`src/rtl/bram_stream_loader.sv`:
```
// Framed byte-stream loader: parses ADDR/LEN/data/CSUM frames from a
// valid/ready byte stream and turns the data bytes into single-cycle BRAM
// write strobes, refusing any write outside the configured address window.
module bram_stream_loader #(
  parameter int unsigned address_width = 16,
  parameter int unsigned BaseAddress   = 0,
  parameter int unsigned EndAddress    = 16'hFFFF
) (
  input  logic                     clk,
  input  logic                     reset,
  input  logic                     en,
  input  logic [7:0]               s_data,
  input  logic                     s_valid,
  output logic                     s_ready,
  output logic [address_width-1:0] addr,
  output logic                     wr,
  output logic [7:0]               din,
  output logic                     busy,
  output logic                     done,
  output logic                     error
);

  localparam int unsigned AW = address_width;

  // Window limits widened to 17 bits so start+N-1 never wraps.
  localparam logic [16:0] BASE17 = 17'(BaseAddress);
  localparam logic [16:0] END17  = 17'(EndAddress);
  localparam logic [16:0] TOP17  = 17'((64'd1 << AW) - 64'd1);

  typedef enum logic [2:0] {
    IDLE,
    A_LO,
    A_HI,
    L_LO,
    L_HI,
    DATA,
    CSUM
  } state_t;

  state_t          state;
  logic [7:0]      lo_byte;
  logic [15:0]     start;
  logic [15:0]     remaining;
  logic [AW-1:0]   ptr;
  logic [7:0]      sum;
  logic            range_err;

  logic            take_c;
  logic [15:0]     word_c;
  logic [16:0]     start17_c;
  logic [16:0]     last17_c;
  logic [17:0]     base_diff_c;
  logic [17:0]     end_diff_c;
  logic [17:0]     top_diff_c;
  logic [17:0]     hi_diff_c;
  logic            hi_bad_c;
  logic            len_bad_c;
  logic [7:0]      sum_next_c;

  // The BRAM takes one write per cycle, so the only flow control is enable.
  assign s_ready = en & ~reset;
  assign take_c  = s_valid & s_ready;

  // Header decode and window checks; comparisons are done via borrow bits.
  always_comb begin
    word_c      = {s_data, lo_byte};
    start17_c   = {1'b0, start};
    last17_c    = start17_c + {1'b0, word_c} - 17'd1;
    hi_diff_c   = {1'b0, TOP17} - {2'b00, word_c};
    hi_bad_c    = hi_diff_c[17];
    base_diff_c = {1'b0, start17_c} - {1'b0, BASE17};
    end_diff_c  = {1'b0, END17} - {1'b0, last17_c};
    top_diff_c  = {1'b0, TOP17} - {1'b0, last17_c};
    len_bad_c   = base_diff_c[17] ||
                  ((word_c != 16'd0) && (end_diff_c[17] || top_diff_c[17]));
    sum_next_c  = sum + s_data;
  end

  // Frame FSM with registered BRAM bus and status pulses.
  always_ff @(posedge clk) begin
    if (reset) begin
      state     <= IDLE;
      lo_byte   <= 8'd0;
      start     <= 16'd0;
      remaining <= 16'd0;
      ptr       <= '0;
      sum       <= 8'd0;
      range_err <= 1'b0;
      addr      <= '0;
      wr        <= 1'b0;
      din       <= 8'd0;
      busy      <= 1'b0;
      done      <= 1'b0;
      error     <= 1'b0;
    end else begin
      wr    <= 1'b0;
      done  <= 1'b0;
      error <= 1'b0;
      if (take_c) begin
        case (state)
          IDLE, A_LO: begin
            lo_byte   <= s_data;
            sum       <= 8'd0;
            range_err <= 1'b0;
            busy      <= 1'b1;
            state     <= A_HI;
          end
          A_HI: begin
            start <= word_c;
            if (hi_bad_c) range_err <= 1'b1;
            state <= L_LO;
          end
          L_LO: begin
            lo_byte <= s_data;
            state   <= L_HI;
          end
          L_HI: begin
            remaining <= word_c;
            ptr       <= start[AW-1:0];
            if (len_bad_c) range_err <= 1'b1;
            state <= (word_c == 16'd0) ? CSUM : DATA;
          end
          DATA: begin
            sum       <= sum_next_c;
            remaining <= remaining - 16'd1;
            // Out-of-window frames are drained without touching the BRAM.
            if (!range_err) begin
              wr   <= 1'b1;
              addr <= ptr;
              din  <= s_data;
              ptr  <= ptr + AW'(1);
            end
            if (remaining == 16'd1) state <= CSUM;
          end
          CSUM: begin
            if (!range_err && (s_data == sum)) done <= 1'b1;
            else                               error <= 1'b1;
            busy  <= 1'b0;
            state <= IDLE;
          end
          default: state <= IDLE;
        endcase
      end
    end
  end

endmodule

```
`config.mk`:
```
export PLATFORM = sky130hd
export DESIGN_NAME = bram_stream_loader
export DESIGN_NICKNAME = d
export VERILOG_FILES = /design/src/rtl/bram_stream_loader.sv
export SDC_FILE = /design/constraint.sdc
export NUM_CORES = 1
export LEC_CHECK = 0
export BUFFER_PORTS_ARGS = -buffer_cell sky130_fd_sc_hd__buf_2
export CORE_MARGIN = 10
export CORE_UTILIZATION = 35
export CTS_BUF_LIST = sky130_fd_sc_hd__clkbuf_8
export DETAILED_ROUTE_END_ITERATION = 10
export HOLD_SLACK_MARGIN = 0.12
export PLACE_DENSITY = 0.54
export SYNTH_ARGS = -nofsm -noshare
export SYNTH_HDL_FRONTEND = slang
export SYNTH_SLANG_ARGS = --single-unit
```
`constraint.sdc`:
```
create_clock -name clk -period 3.74 [get_ports clk]
set_clock_uncertainty 0.05 [all_clocks]
set_input_delay 0 -clock clk [delete_from_list [all_inputs] [get_ports clk]]
set_output_delay 0 -clock clk [all_outputs]
set_load 0.005 [all_outputs]
```
# After elaboration in Yosys (flattened, before gate mapping)
# Index checks and enable logic that the tools add are counted.
[totals] register_bits=96 latch_bits=0 ramBits=0 mem_bits_ro=0 inputBits=12 out_inout_bits=29 wordCells=76 n_memories=0
[classes] n_addsub=7 multipliers=0 n_div=0 magnitude_cmp=0 eq_ne=12 shift=0 mux=14 bitwise=7 n_reduce_logical=23
[op_table] op="case mux 16 bit (2 select lines)" count=2
[op_table] op="subtractor 16 x 17 -> 18 bit (first input constant)" count=1
[op_table] op="adder 16 x 16 -> 17 bit" count=1
[op_table] op="subtractor 16 x 16 -> 17 bit (first input constant)" count=1
[op_table] op="subtractor 17 x 1 -> 17 bit (second input constant)" count=1
[op_table] op="adder 16 x 1 -> 16 bit (second input constant)" count=1
[op_table] op="equality test 16 x 1 -> 1 bit (second input constant)" count=1
[op_table] op="logical NOT 16 bit" count=1
[op_table] op="two-way mux 16 bit" count=1
[op_table] op="case mux 8 bit (2 select lines)" count=1
[op_table] op="nonzero test 16 bit" count=1
[op_table] op="subtractor 16 x 1 -> 16 bit (second input constant)" count=1
[op_table] op="case mux 3 bit (5 select lines)" count=1
[op_table] op="AND reduction 2 bit" count=6
[op_table] op="equality test 3 bit (second input constant)" count=3
[op_table] op="OR reduction 3 bit" count=3
[op_table] op="adder 8 bit" count=1
[op_table] op="equality test 8 bit" count=1
[op_table] op="inequality test 2 bit (second input constant)" count=4
[op_table] op="equality test 3 x 2 -> 1 bit (second input constant)" count=2
[op_table] op="AND reduction 3 bit" count=2
[op_table] op="nonzero test 2 bit" count=3
[op_table] op="two-way mux 1 bit" count=5
[op_table] op="NOT 1 bit" count=5
[op_table] op="12 further kinds" count=14

# Logic depth before layout (Yosys ltp)
[logic_depth] word_depth=6 depth_mapped=11 depth_no_buf=11

# Least setup slack after synthesis
# OpenSTA, ideal clock, no wires.
[synth_timing] path_type="reg-to-reg" startpoint="register lo_byte[2]" endpoint="register range_err" setup_ns=0.086 arrival_ns=1.887 t_required_ns=3.604 setup_slack_ns=1.718 path_stages_with_launch=12 n_path_buf=0 synth_period_minus_slack_ns=2.022 cell_sequence="dfxtp_1 > inv_1 > ha_1 > inv_1 > ha_1 > nand2b_1 > o21bai_1 > a211oi_1 > o31a_1 > o21ai_0 > xnor2_1 > a211oi_1"
[synth_between] elab_chain_len=6 word_cells_on_any_way=9 cone_classes="4 x add/sub; 2 x eq/ne; 3 x reduce/logical"
[synth_rtl] element="start: declaration" line_no="41" text="logic [7:0] lo_byte;"
[synth_rtl] element="start signal: assignment" line_no="102" text="lo_byte <= s_data;"
[synth_rtl] element="start signal: assignment" line_no="114" text="lo_byte <= s_data;"
[synth_rtl] element="adder 16 x 16 -> 17 bit" line_no="68" text="last17_c = start17_c + {1'b0, word_c} - 17'd1;"
[synth_rtl] element="subtractor 17 x 1 -> 17 bit" line_no="68"
[synth_rtl] element="subtractor 16 x 17 -> 18 bit" line_no="72, 73"
[synth_rtl] element="logical AND 1 bit" line_no="75" text="((word_c != 16'd0) && (end_diff_c[17] || top_diff_c[17]));"
[synth_rtl] element="inequality test 2 bit (no line)"
[synth_rtl] element="AND reduction 4 bit (no line) *"
[synth_rtl] element="end signal: assignment" line_no="88" text="range_err <= 1'b0;"
[synth_rtl] element="end signal: assignment" line_no="104" text="range_err <= 1'b0;"
[synth_rtl] element="end signal: assignment" line_no="110" text="if (hi_bad_c) range_err <= 1'b1;"
[synth_rtl] element="end: declaration" line_no="46" text="logic range_err;"
# Mark *: on every way between the ends. The rest lies on a longest branch, timed or not.
# A chain may end at the register's enable or synchronous reset.

# Worst setup path in the final report
[layout_timing] startpoint="input reset" endpoint="register ptr[15]"
[layout_between] elab_chain_len=4
[layout_rtl] element="start: declaration" line_no="10" text="input logic reset,"
[layout_rtl] element="NOT 1 bit" line_no="61" text="assign s_ready = en & ~reset;"
[layout_rtl] element="bitwise AND 1 bit" line_no="61"
[layout_rtl] element="bitwise AND 1 bit" line_no="62" text="assign take_c = s_valid & s_ready;"
[layout_rtl] element="AND reduction 3 bit (no line)"
[layout_rtl] element="end signal: assignment" line_no="119" text="ptr <= start[AW-1:0];"
[layout_rtl] element="end signal: assignment" line_no="131" text="ptr <= ptr + AW'(1);"
[layout_rtl] element="end: declaration" line_no="44" text="logic [AW-1:0] ptr;"
# Several ways; a longest one is shown, not always the timed one.

==> metrics.csv <==
metric;value;unit
run status;finished, final reports clean;
Synth top cells by count;nand2_1 (119), dfxtp_1 (96), a21oi_1 (91);
top_reg_cell synth;dfxtp_1;
final slew viol count;0;
Final ANT Viol Nets;0;
first-pass GRT wire length;24100;um
Post-Synthesis Cells;691;
Place WS;1180;ps
DIE AREA;0.0204;sq mm
setup TNS;0;ps
Port Buffer Count;40;
Root Buffer;clkbuf_8;
worst min-delay path category;flip-flop to flip-flop;
post-CTS setup buffers;0;
startpoint types;input port;
RSZ-0062 raised after global routing;false;
drt drc;0;
Longest Clk Path Bufs;2;
Routed WL;14500;um
row cnt;44;
Static Leakage;0.00234;uW
relative slew slack;0.483;
critical-path maximum fanout;24;
flop2flop setup slack;1170;ps
TritonCTS clock tree;done;
drt pass-1 iters;5;
Final Worst Setup Slack;928;ps
Worst Setup Path Type;input port to flip-flop;
worst-skew pair later-pin latency;390;ps
All-Layer GR Usage;0.145;
Routed wire per std cell;15.9;um
vias in the first global route;4651;
clk slew on worst S/H paths;100;ps
fin crit share;0.752;
reg-to-reg endpoint;ptr[10];
Syn-to-layout area delta;11.6;%
CP Capture Type;flip-flop;
cell area after synthesis;0.00529;sq mm
sequential share of the synthesized area;0.364;
n_diodes;0;
worst vdd ir;0.165;mV
minimum clock period;2810;ps
Worst Setup SP;reset;
DR vias;4872;
#FFs+latches synth;96;
Cell Count, Final, Fillers Out;914;
mean number of vias per cell;5.33;
asr flop ratio synth;0;
CTS Sinks;96;
Max Freq;0.356;GHz
gpl congestion;0.835;
share of layout cells above drive strength 1;0.107;
Synth area leader;dfxtp_1;
synthesis warning total;0;
hold depth;2;
count leader, synth;nand2_1;
Worst Tran Pin Value;775;ps
post-synth cell types;56;
grt total ovfl;0;
Max Cap Violations;0;
Layout Utilization;0.403;
nets;777;
Synth top area share;0.364;
worst reg2reg path depth;8;
largest cells by area after synthesis;dfxtp_1 (36%), ha_1 (9.2%), a21oi_1 (8.6%), nand2_1 (8.4%), inv_1 (4.5%);
Final Hold Vio Count;0;
pwr dens;311;mW/mm^2
Hold Path Origin;addr[5];
Initial DRC Count;413;
final setup vio count;0;
number of CTS-inserted buffers;9;
Die H;143;um
CTS H-tree lvls;3;
CP required;3980;ps
average cell area after synthesis;7.65;sq um
post_cts resized;0;
Worst Hold End;addr[5];
hold buffers post-CTS;13;
reg-to-reg critical path startpoint;state[1];
largest net degree at the start of global routing;54;
Starting Density;0.361;
initial antenna violation count;0;
placed insts;885;
Post-synth EDFFs;0;
total I/O pin count;41;
syn nets;743;
Critical Path AT;3050;ps
Core ar.;0.0146;sq mm
Post-DP HPWL;9970;um
Die X;143;um
flip-flops by register name, summed over array words and instances, names as in the netlist, 3 cells and up:
| name | cells |
|---|---|
| ptr | 16 |
| sum | 8 |
| addr | 16 |
| state | 3 |
| remaining | 16 |
| lo_byte | 8 |
| start | 16 |
| din | 8 |
critical path, cell delays in order:
cell,delay (ps)
dlygate4sd3_1,530
buf_2,140
nand3b_4,190
dlygate4sd3_1,620
nor2_2,190
nand2_1,70
buf_4,220
o21ai_4,580
o21ai_0,200
a32o_1,290
metrics by stage:
step / hold slack (ps) / total power (uW) / instance area [sq um]
4_1_cts: 408 / 1860 / 5900
6_report: 404 / 1840 / 5900
2_1_floorplan: 66.9 / 1150 / 5290
3_3_place_gp: 281 / 1190 / 5590
3_5_place_dp: 285 / 1190 / 5590
5_1_grt: 426 / 1920 / 5900
cells in the final DEF, fill, tap and decap left out, types with 3 or more instances in the layout:
cell type / synthesis / layout
a211oi_1: 11 / 11
a211oi_2: 5 / 5
a21o_1: 7 / 7
a21oi_1: 91 / 91
a22oi_1: 8 / 8
a31oi_1: 4 / 4
a32o_1: 3 / 3
and2_1: 3 / 3
and3_1: 5 / 5
buf_2: 6 / 40
buf_4: 2 / 6
clkbuf_8: 0 / 10
clkinv_4: 1 / 3
dfxtp_1: 96 / 96
dlygate4sd3_1: 0 / 13
ha_1: 39 / 39
inv_1: 64 / 64
nand2_1: 119 / 119
nand3_1: 14 / 14
nand4_1: 6 / 6
nor2_1: 63 / 63
nor2b_1: 4 / 4
nor3_1: 14 / 14
nor4_1: 10 / 10
o21ai_0: 22 / 22
o22ai_1: 10 / 10
o31a_1: 3 / 3
o31ai_1: 5 / 5
o32ai_1: 3 / 3
or3_1: 4 / 4
xnor2_1: 7 / 7
layout make-up:
class                   count  area [sq um]
clock buffers              10           138
clock inverters             6          43.8
fillers                  1571          8740
inverters                  65           249
multi-input cells         494          2940
flip-flops and latches     96          1920
well taps                 184           230
repair buffers             59           375
power by group:
part | switching, uW | leakage [uW] | total (uW) | internal [uW]
Clock | 392 | 0.0000926 | 654 | 262
Combinational | 87.6 | 0.00147 | 144 | 56.5
Sequential | 9.29 | 0.000774 | 1040 | 1030
per-layer routing:
metal,up-vias,share of wire,track usage
li1,2444,-,-
met1,2317,0.48,0.191
met2,95,0.47,0.232
met3,16,0.036,0.0322
met4,0,0.016,0.0456
met5,-,0,0
worst max-delay path by stage:
stage	slack [ps]	cells past startpoint	endpoint
final	930	10	ptr[15]
after global routing	770	10	ptr[15]
after CTS	970	10	ptr[15]
after detailed placement	1180	8	ptr[10]
after global placement	1280	8	ptr[10]
after floorplan	1720	11	range_err
cell families (layout without fill, tap and decap cells):
family	Yosys count	count (layout)	synth area share
multiplexers	2	2	0.00379
flip-flops	96	96	0.364
AND/OR/NAND/NOR	258	258	0.220
buffers and inverters	101	140	0.0798
AO/OA/AOI/OAI	185	185	0.222
adder cells (fa/ha/maj)	40	40	0.0961
XOR/XNOR	9	9	0.0149
Note: power is estimated with default switching activity, not from simulation.
